## src/rtl/phase_cmd_pkg.sv

```systemverilog
// rtl/phase_cmd_pkg.sv - shared types and constants for the phase-code command arbiter
package phase_cmd_pkg;

   typedef enum logic [2:0] {
      ST_IDLE,
      ST_CHECK,
      ST_WAIT_GEN,
      ST_LOAD,
      ST_ECHO,
      ST_HOLD
   } state_t;

   localparam logic       SRC_UART       = 1'b0;
   localparam logic       SRC_IR         = 1'b1;
   localparam logic [7:0] DEF_MAX_CODE   = 8'd63;
   localparam logic [7:0] DEF_RESET_CODE = 8'd0;

   function automatic logic [7:0] sat_add8(input logic [7:0] a, input logic [1:0] b);
      logic [8:0] s;
      s = {1'b0, a} + {7'b0, b};
      return s[8] ? 8'hFF : s[7:0];
   endfunction

endpackage

```

## src/rtl/cmd_slot.sv

```systemverilog
// rtl/cmd_slot.sv - one-entry pending command slot with overwrite detect and consume
module cmd_slot (
   input  logic       i_clk,
   input  logic       i_rst_n,
   input  logic       i_valid,
   input  logic [7:0] i_data,
   input  logic       i_grant,
   output logic       o_flag,
   output logic [7:0] o_data,
   output logic       o_drop
);

   logic       r_flag;
   logic [7:0] r_data;

   // A strobe landing on the grant cycle replaces consumed data, so it is not a drop.
   assign o_drop = i_valid & r_flag & ~i_grant;
   assign o_flag = r_flag;
   assign o_data = r_data;

   always_ff @(posedge i_clk or negedge i_rst_n) begin
      if (!i_rst_n) begin
         r_flag <= 1'b0;
         r_data <= 8'h00;
      end else if (i_valid) begin
         r_flag <= 1'b1;
         r_data <= i_data;
      end else if (i_grant) begin
         r_flag <= 1'b0;
      end
   end

endmodule

```

## src/rtl/phase_cmd_arbiter.sv

```systemverilog
// rtl/phase_cmd_arbiter.sv - round-robin UART/IR phase-code arbiter; PHASE_CMD_ECHO_EN adds UART echo
module phase_cmd_arbiter
   import phase_cmd_pkg::*;
#(
   parameter int unsigned HOLDOFF_CYC = 100000,
   parameter logic [7:0]  MAX_CODE    = DEF_MAX_CODE,
   parameter logic [7:0]  RESET_CODE  = DEF_RESET_CODE
) (
   input  logic       sys_clk,
   input  logic       sys_rstn,
   input  logic       uart_valid,
   input  logic [7:0] uart_data,
   input  logic       ir_valid,
   input  logic [7:0] ir_code,
   input  logic       gen_busy,
   output logic [7:0] code_out,
   output logic       code_load,
   output logic       last_src,
   output logic       err_pulse,
   output logic [7:0] drop_cnt,
   input  logic       tx_busy,
   output logic       tx_start,
   output logic [7:0] tx_data
);

   localparam int         CW        = $clog2(HOLDOFF_CYC + 1);
   localparam logic [CW-1:0] HOLD_LAST = CW'(HOLDOFF_CYC - 1);

   state_t        r_state;
   logic [7:0]    r_code;
   logic          r_src;
   logic [7:0]    r_code_out;
   logic          r_last_src;
   logic          r_code_load;
   logic          r_err_pulse;
   logic [7:0]    r_drop_cnt;
   logic [CW-1:0] r_hold_cnt;

   logic       w_idle, w_grant_uart, w_grant_ir;
   logic       w_uart_flag, w_ir_flag, w_uart_drop, w_ir_drop;
   logic [7:0] w_uart_data, w_ir_data;

   cmd_slot u_uart_slot (
      .i_clk   (sys_clk),
      .i_rst_n (sys_rstn),
      .i_valid (uart_valid),
      .i_data  (uart_data),
      .i_grant (w_grant_uart),
      .o_flag  (w_uart_flag),
      .o_data  (w_uart_data),
      .o_drop  (w_uart_drop)
   );

   cmd_slot u_ir_slot (
      .i_clk   (sys_clk),
      .i_rst_n (sys_rstn),
      .i_valid (ir_valid),
      .i_data  (ir_code),
      .i_grant (w_grant_ir),
      .o_flag  (w_ir_flag),
      .o_data  (w_ir_data),
      .o_drop  (w_ir_drop)
   );

   // With both pending, the source that did not load last wins.
   assign w_idle       = (r_state == ST_IDLE);
   assign w_grant_uart = w_idle & w_uart_flag & (~w_ir_flag | (r_last_src == SRC_IR));
   assign w_grant_ir   = w_idle & w_ir_flag & (~w_uart_flag | (r_last_src == SRC_UART));

   always_ff @(posedge sys_clk or negedge sys_rstn) begin
      if (!sys_rstn) begin
         r_drop_cnt <= 8'h00;
      end else begin
         r_drop_cnt <= sat_add8(r_drop_cnt, {1'b0, w_uart_drop} + {1'b0, w_ir_drop});
      end
   end

`ifdef PHASE_CMD_ECHO_EN
   logic       r_tx_start;
   logic [7:0] r_tx_data;
`endif

   always_ff @(posedge sys_clk or negedge sys_rstn) begin
      if (!sys_rstn) begin
         r_state     <= ST_IDLE;
         r_code      <= 8'h00;
         r_src       <= SRC_UART;
         r_code_out  <= RESET_CODE;
         r_last_src  <= SRC_IR;
         r_code_load <= 1'b0;
         r_err_pulse <= 1'b0;
         r_hold_cnt  <= '0;
`ifdef PHASE_CMD_ECHO_EN
         r_tx_start  <= 1'b0;
         r_tx_data   <= 8'h00;
`endif
      end else begin
         r_code_load <= 1'b0;
         r_err_pulse <= 1'b0;
`ifdef PHASE_CMD_ECHO_EN
         r_tx_start  <= 1'b0;
`endif
         case (r_state)
            ST_IDLE: begin
               if (w_grant_uart) begin
                  r_code  <= w_uart_data;
                  r_src   <= SRC_UART;
                  r_state <= ST_CHECK;
               end else if (w_grant_ir) begin
                  r_code  <= w_ir_data;
                  r_src   <= SRC_IR;
                  r_state <= ST_CHECK;
               end
            end
            ST_CHECK: begin
               if (r_code > MAX_CODE) begin
                  r_err_pulse <= 1'b1;
                  r_state     <= ST_IDLE;
               end else if (r_code == r_code_out) begin
                  r_state <= ST_IDLE;
               end else begin
                  r_state <= ST_WAIT_GEN;
               end
            end
            // Output registers update here so code_load is visible during LOAD.
            ST_WAIT_GEN: begin
               if (!gen_busy) begin
                  r_code_out  <= r_code;
                  r_last_src  <= r_src;
                  r_code_load <= 1'b1;
                  r_state     <= ST_LOAD;
               end
            end
            ST_LOAD: begin
               r_hold_cnt <= '0;
`ifdef PHASE_CMD_ECHO_EN
               r_state    <= ST_ECHO;
`else
               r_state    <= ST_HOLD;
`endif
            end
`ifdef PHASE_CMD_ECHO_EN
            ST_ECHO: begin
               if (!tx_busy) begin
                  r_tx_start <= 1'b1;
                  r_tx_data  <= r_code;
                  r_state    <= ST_HOLD;
               end
            end
`endif
            ST_HOLD: begin
               if (r_hold_cnt == HOLD_LAST) begin
                  r_state <= ST_IDLE;
               end else begin
                  r_hold_cnt <= r_hold_cnt + 1'b1;
               end
            end
            default: r_state <= ST_IDLE;
         endcase
      end
   end

   assign code_out  = r_code_out;
   assign code_load = r_code_load;
   assign last_src  = r_last_src;
   assign err_pulse = r_err_pulse;
   assign drop_cnt  = r_drop_cnt;

`ifdef PHASE_CMD_ECHO_EN
   assign tx_start = r_tx_start;
   assign tx_data  = r_tx_data;
`else
   logic w_unused_tx_busy;
   assign w_unused_tx_busy = tx_busy;
   assign tx_start = 1'b0;
   assign tx_data  = 8'h00;
`endif

endmodule

```

## config.mk

```make
export PLATFORM = sky130hd
export DESIGN_NAME = phase_cmd_arbiter
export DESIGN_NICKNAME = d
export VERILOG_FILES = /design/src/rtl/phase_cmd_pkg.sv /design/src/rtl/cmd_slot.sv /design/src/rtl/phase_cmd_arbiter.sv
export SDC_FILE = /design/constraint.sdc
export NUM_CORES = 1
export LEC_CHECK = 0
export ABC_CLOCK_PERIOD_IN_PS = 2300
export CAP_MARGIN = 20
export CORE_AREA = 2 2 114 83
export CTS_CLUSTER_DIAMETER = 60
export CTS_CLUSTER_SIZE = 40
export DETAILED_ROUTE_END_ITERATION = 6
export DIE_AREA = 0 0 116 85
export PLACE_DENSITY = 0.64
export SLEW_MARGIN = 0
export SYNTH_ARGS = -nofsm -noshare
export SYNTH_HDL_FRONTEND = slang
export SYNTH_SLANG_ARGS = --single-unit
```

## constraint.sdc

```tcl
create_clock -name sys_clk -period 2.3 [get_ports sys_clk]
set_input_delay 0.345 -clock sys_clk [delete_from_list [all_inputs] [get_ports sys_clk]]
set_output_delay 0.345 -clock sys_clk [all_outputs]
set_load 0.005 [all_outputs]
```

==> reports/metrics.csv <==
metric,value,unit
status,finished clean,
fmax,478,MHz
final_common_cell,dfrtp_1,
finalWirelength,6.53,mm
syn2layout_area_growth,28.5,%
ioPinCount,50,
drt_iter0_markers,173,
crit_path_start_kind,register,
ant_nets,0,
cts_tree,built,
dpl_cell_area,0.00364,mm^2
synth_cell_types,45,
post-route-min-period,2.09,ns
r2r-start,last_src,
setup_ws,0.208,ns
cts_made_buffers,9,
grt_usage,0.147,
place_ws,-0.194,ns
drv_cap,0,
seqCellArea,0.00165,mm^2
initial_utilization,0.352,
power_leakage,1.69,nW
end_kind,register,
nets,347,
drv_slew,0,
io_buffers,39,
synth_seq_cells,66,
worstMarginPinSlew,0.555,ns
netlist_area,0.00309,mm^2
r2r_end,drop_cnt[1],
vdd_drop_max,0.465,mV
htree_levels,3,
grt_pass1_vias,2234,
layout_common_cells,"dfrtp_1, clkdlybuf4s50_1, mux2_2",
hp-class,in -> async,
grt_pass1_wl,11.0,mm
timing.critical_path.mode_cell,nand3_1,
avgSynthCellArea,11.3,um^2
async_flop_share,1.00,
die_h,85,um
slowest_stage,dfstp_2,
grt_max_degree,45,
critPathKind,reg -> reg,
viasPerCell,4.85,
placement_rows,29,
route.detailed.drc,0,
gp_congestion,0.910,
rrSetupSlack,0.21,ns
cpPeakStageDelay,0.54,ns
num_vias,2194,
die_w,116,um
clock-skew-final,0.00999,ns
wl_per_cell,14.4,um
stdcell_area,0.00397,mm^2
dieArea,0.00986,mm^2
clkSinkCount,66,
rsz0062_at_grt,false,
crit_arrival,2.33,ns
hold_viol,0,
max-slew-margin-rel,0.630,
cp.required,2.53,ns
clk_latency,0.33,ns
r2r_cells,8,
multi_input_area,0.00134,mm^2
synth_warnings,0,
root_buffer,clkbuf_16,
critPathCapture,drop_cnt[1],
drive_gt1_frac,0.195,
synth_flop_cell,dfrtp_1,
first_pass_iters,4,
cts.clk_slew.worst_paths,0.06,ns
crit_chain,nand2_1 > nand3_1 > nand3_1 > fa_2 > and4b_2 > and3_2 > nand3_2 > o21ai_0,
fin_crit_sh,0.910,
path_max_fanout,6,
design.core.area,0.00878,mm^2
finalSetupViolCount,0,
critPathLaunch,last_src,
placedCellCount,436,
diodes,0,
post-cts-setup-buffers,0,
dp_hpwl,4.52,mm
fillers,830,
p_per_area,1240,mW/mm^2
final_cells,452,
fin_setup_tns,0,ns
synth_edf_count,0,
grt_antenna_before_repair,0,
synth_cells,274,
ys_seq_area_frac,0.534,
clock_path_buffers,2,
overflow,0,
power by group:
group          total [mW]  internal (mW)  leakage [nW]  switching (mW)
sequential           1.80           1.51         0.813           0.289
clock                1.48          0.957         0.153           0.527
combinational        1.64          0.904         0.723           0.738
per-stage QoR:
step | hold slack [ns] | total power, mW | utilization
finish | 0.00509 | 4.92 | 0.453
global route | 0.0405 | 5.27 | 0.453
CTS | 0.0212 | 4.98 | 0.451
detailed placement | 0.372 | 3.46 | 0.414
global placement | 0.363 | 3.41 | 0.414
floorplan | 0.0494 | 2.81 | -
registers in the layout (all words and copies together), names as in the netlist:
signal              count
code_load               1
r_src                   1
drop_cnt                8
u_uart_slot.o_data      8
err_pulse               1
last_src                1
u_uart_slot.o_flag      1
r_hold_cnt             17
code_out                8
r_state                 3
r_code                  8
u_ir_slot.o_data        8
u_ir_slot.o_flag        1
area by class of cell:
type / instances / area share
clock inverters: 7 / 0.0255
inverters: 6 / 0.00567
repair buffers: 49 / 0.119
flip-flops and latches: 66 / 0.416
clock buffers: 9 / 0.0567
multi-input cells: 191 / 0.338
well taps: 124 / 0.0390
worst min path at each step:
| stage | start | endpoint |
|---|---|---|
| after floorplan | sys_rstn | code_load |
| after global placement | sys_rstn | r_hold_cnt[13] |
| after detailed placement | sys_rstn | r_hold_cnt[13] |
| after CTS | sys_rstn | r_hold_cnt[13] |
| after global routing | sys_rstn | r_hold_cnt[7] |
| final | sys_rstn | r_hold_cnt[13] |
logic make-up after synthesis:
family                     count (synthesis)  share of synthesized area
and+or+nand+nor                           91                      0.161
DFF                                       66                      0.534
muxes                                     40                      0.140
AOI/OAI and AO/OA                         37                     0.0732
buffers and inverters                     25                     0.0457
xor gates and xnor gates                  12                     0.0340
adders and majority gates                  2                     0.0105
other                                      1                    0.00121
worst max-delay path: cells and delay by family (launching register included):
kind | cells | cell delay, ns
AO/OA/AOI/OAI | 1 | 0.12
adder cells (fa/ha/maj) | 1 | 0.37
flip-flops | 1 | 0.54
AND/OR/NAND/NOR | 6 | 0.97
timing repair:
action	in CTS	in global routing
gates resized for setup	0	4
setup endpoints to repair	0	7
hold buffers	0	0
synth_stat cells (all sizes together), types with 4 or more instances:
master / number / area, um^2
inv: 6 / 22.5
dfrtp: 65 / 1630
mux2i: 15 / 150
clkbuf: 4 / 15.0
and4: 4 / 35.0
buf: 15 / 104
nand2: 21 / 78.8
nor4: 5 / 46.3
nor2: 20 / 75.1
a21oi: 13 / 65.1
xnor2: 11 / 96.3
mux2: 25 / 282
nand4: 7 / 43.8
nand3: 14 / 70.1
a31oi: 5 / 31.3
o21ai: 8 / 43.8
metal layers:
metal,wire [um],GRT usage,vias up
met2,2910,0.220,63
met5,0,0,-
li1,-,-,1060
met3,422,0.0486,6
met1,3140,0.196,1065
met4,57,0.0606,0
No activity file was read; power rests on OpenSTA's default activity.
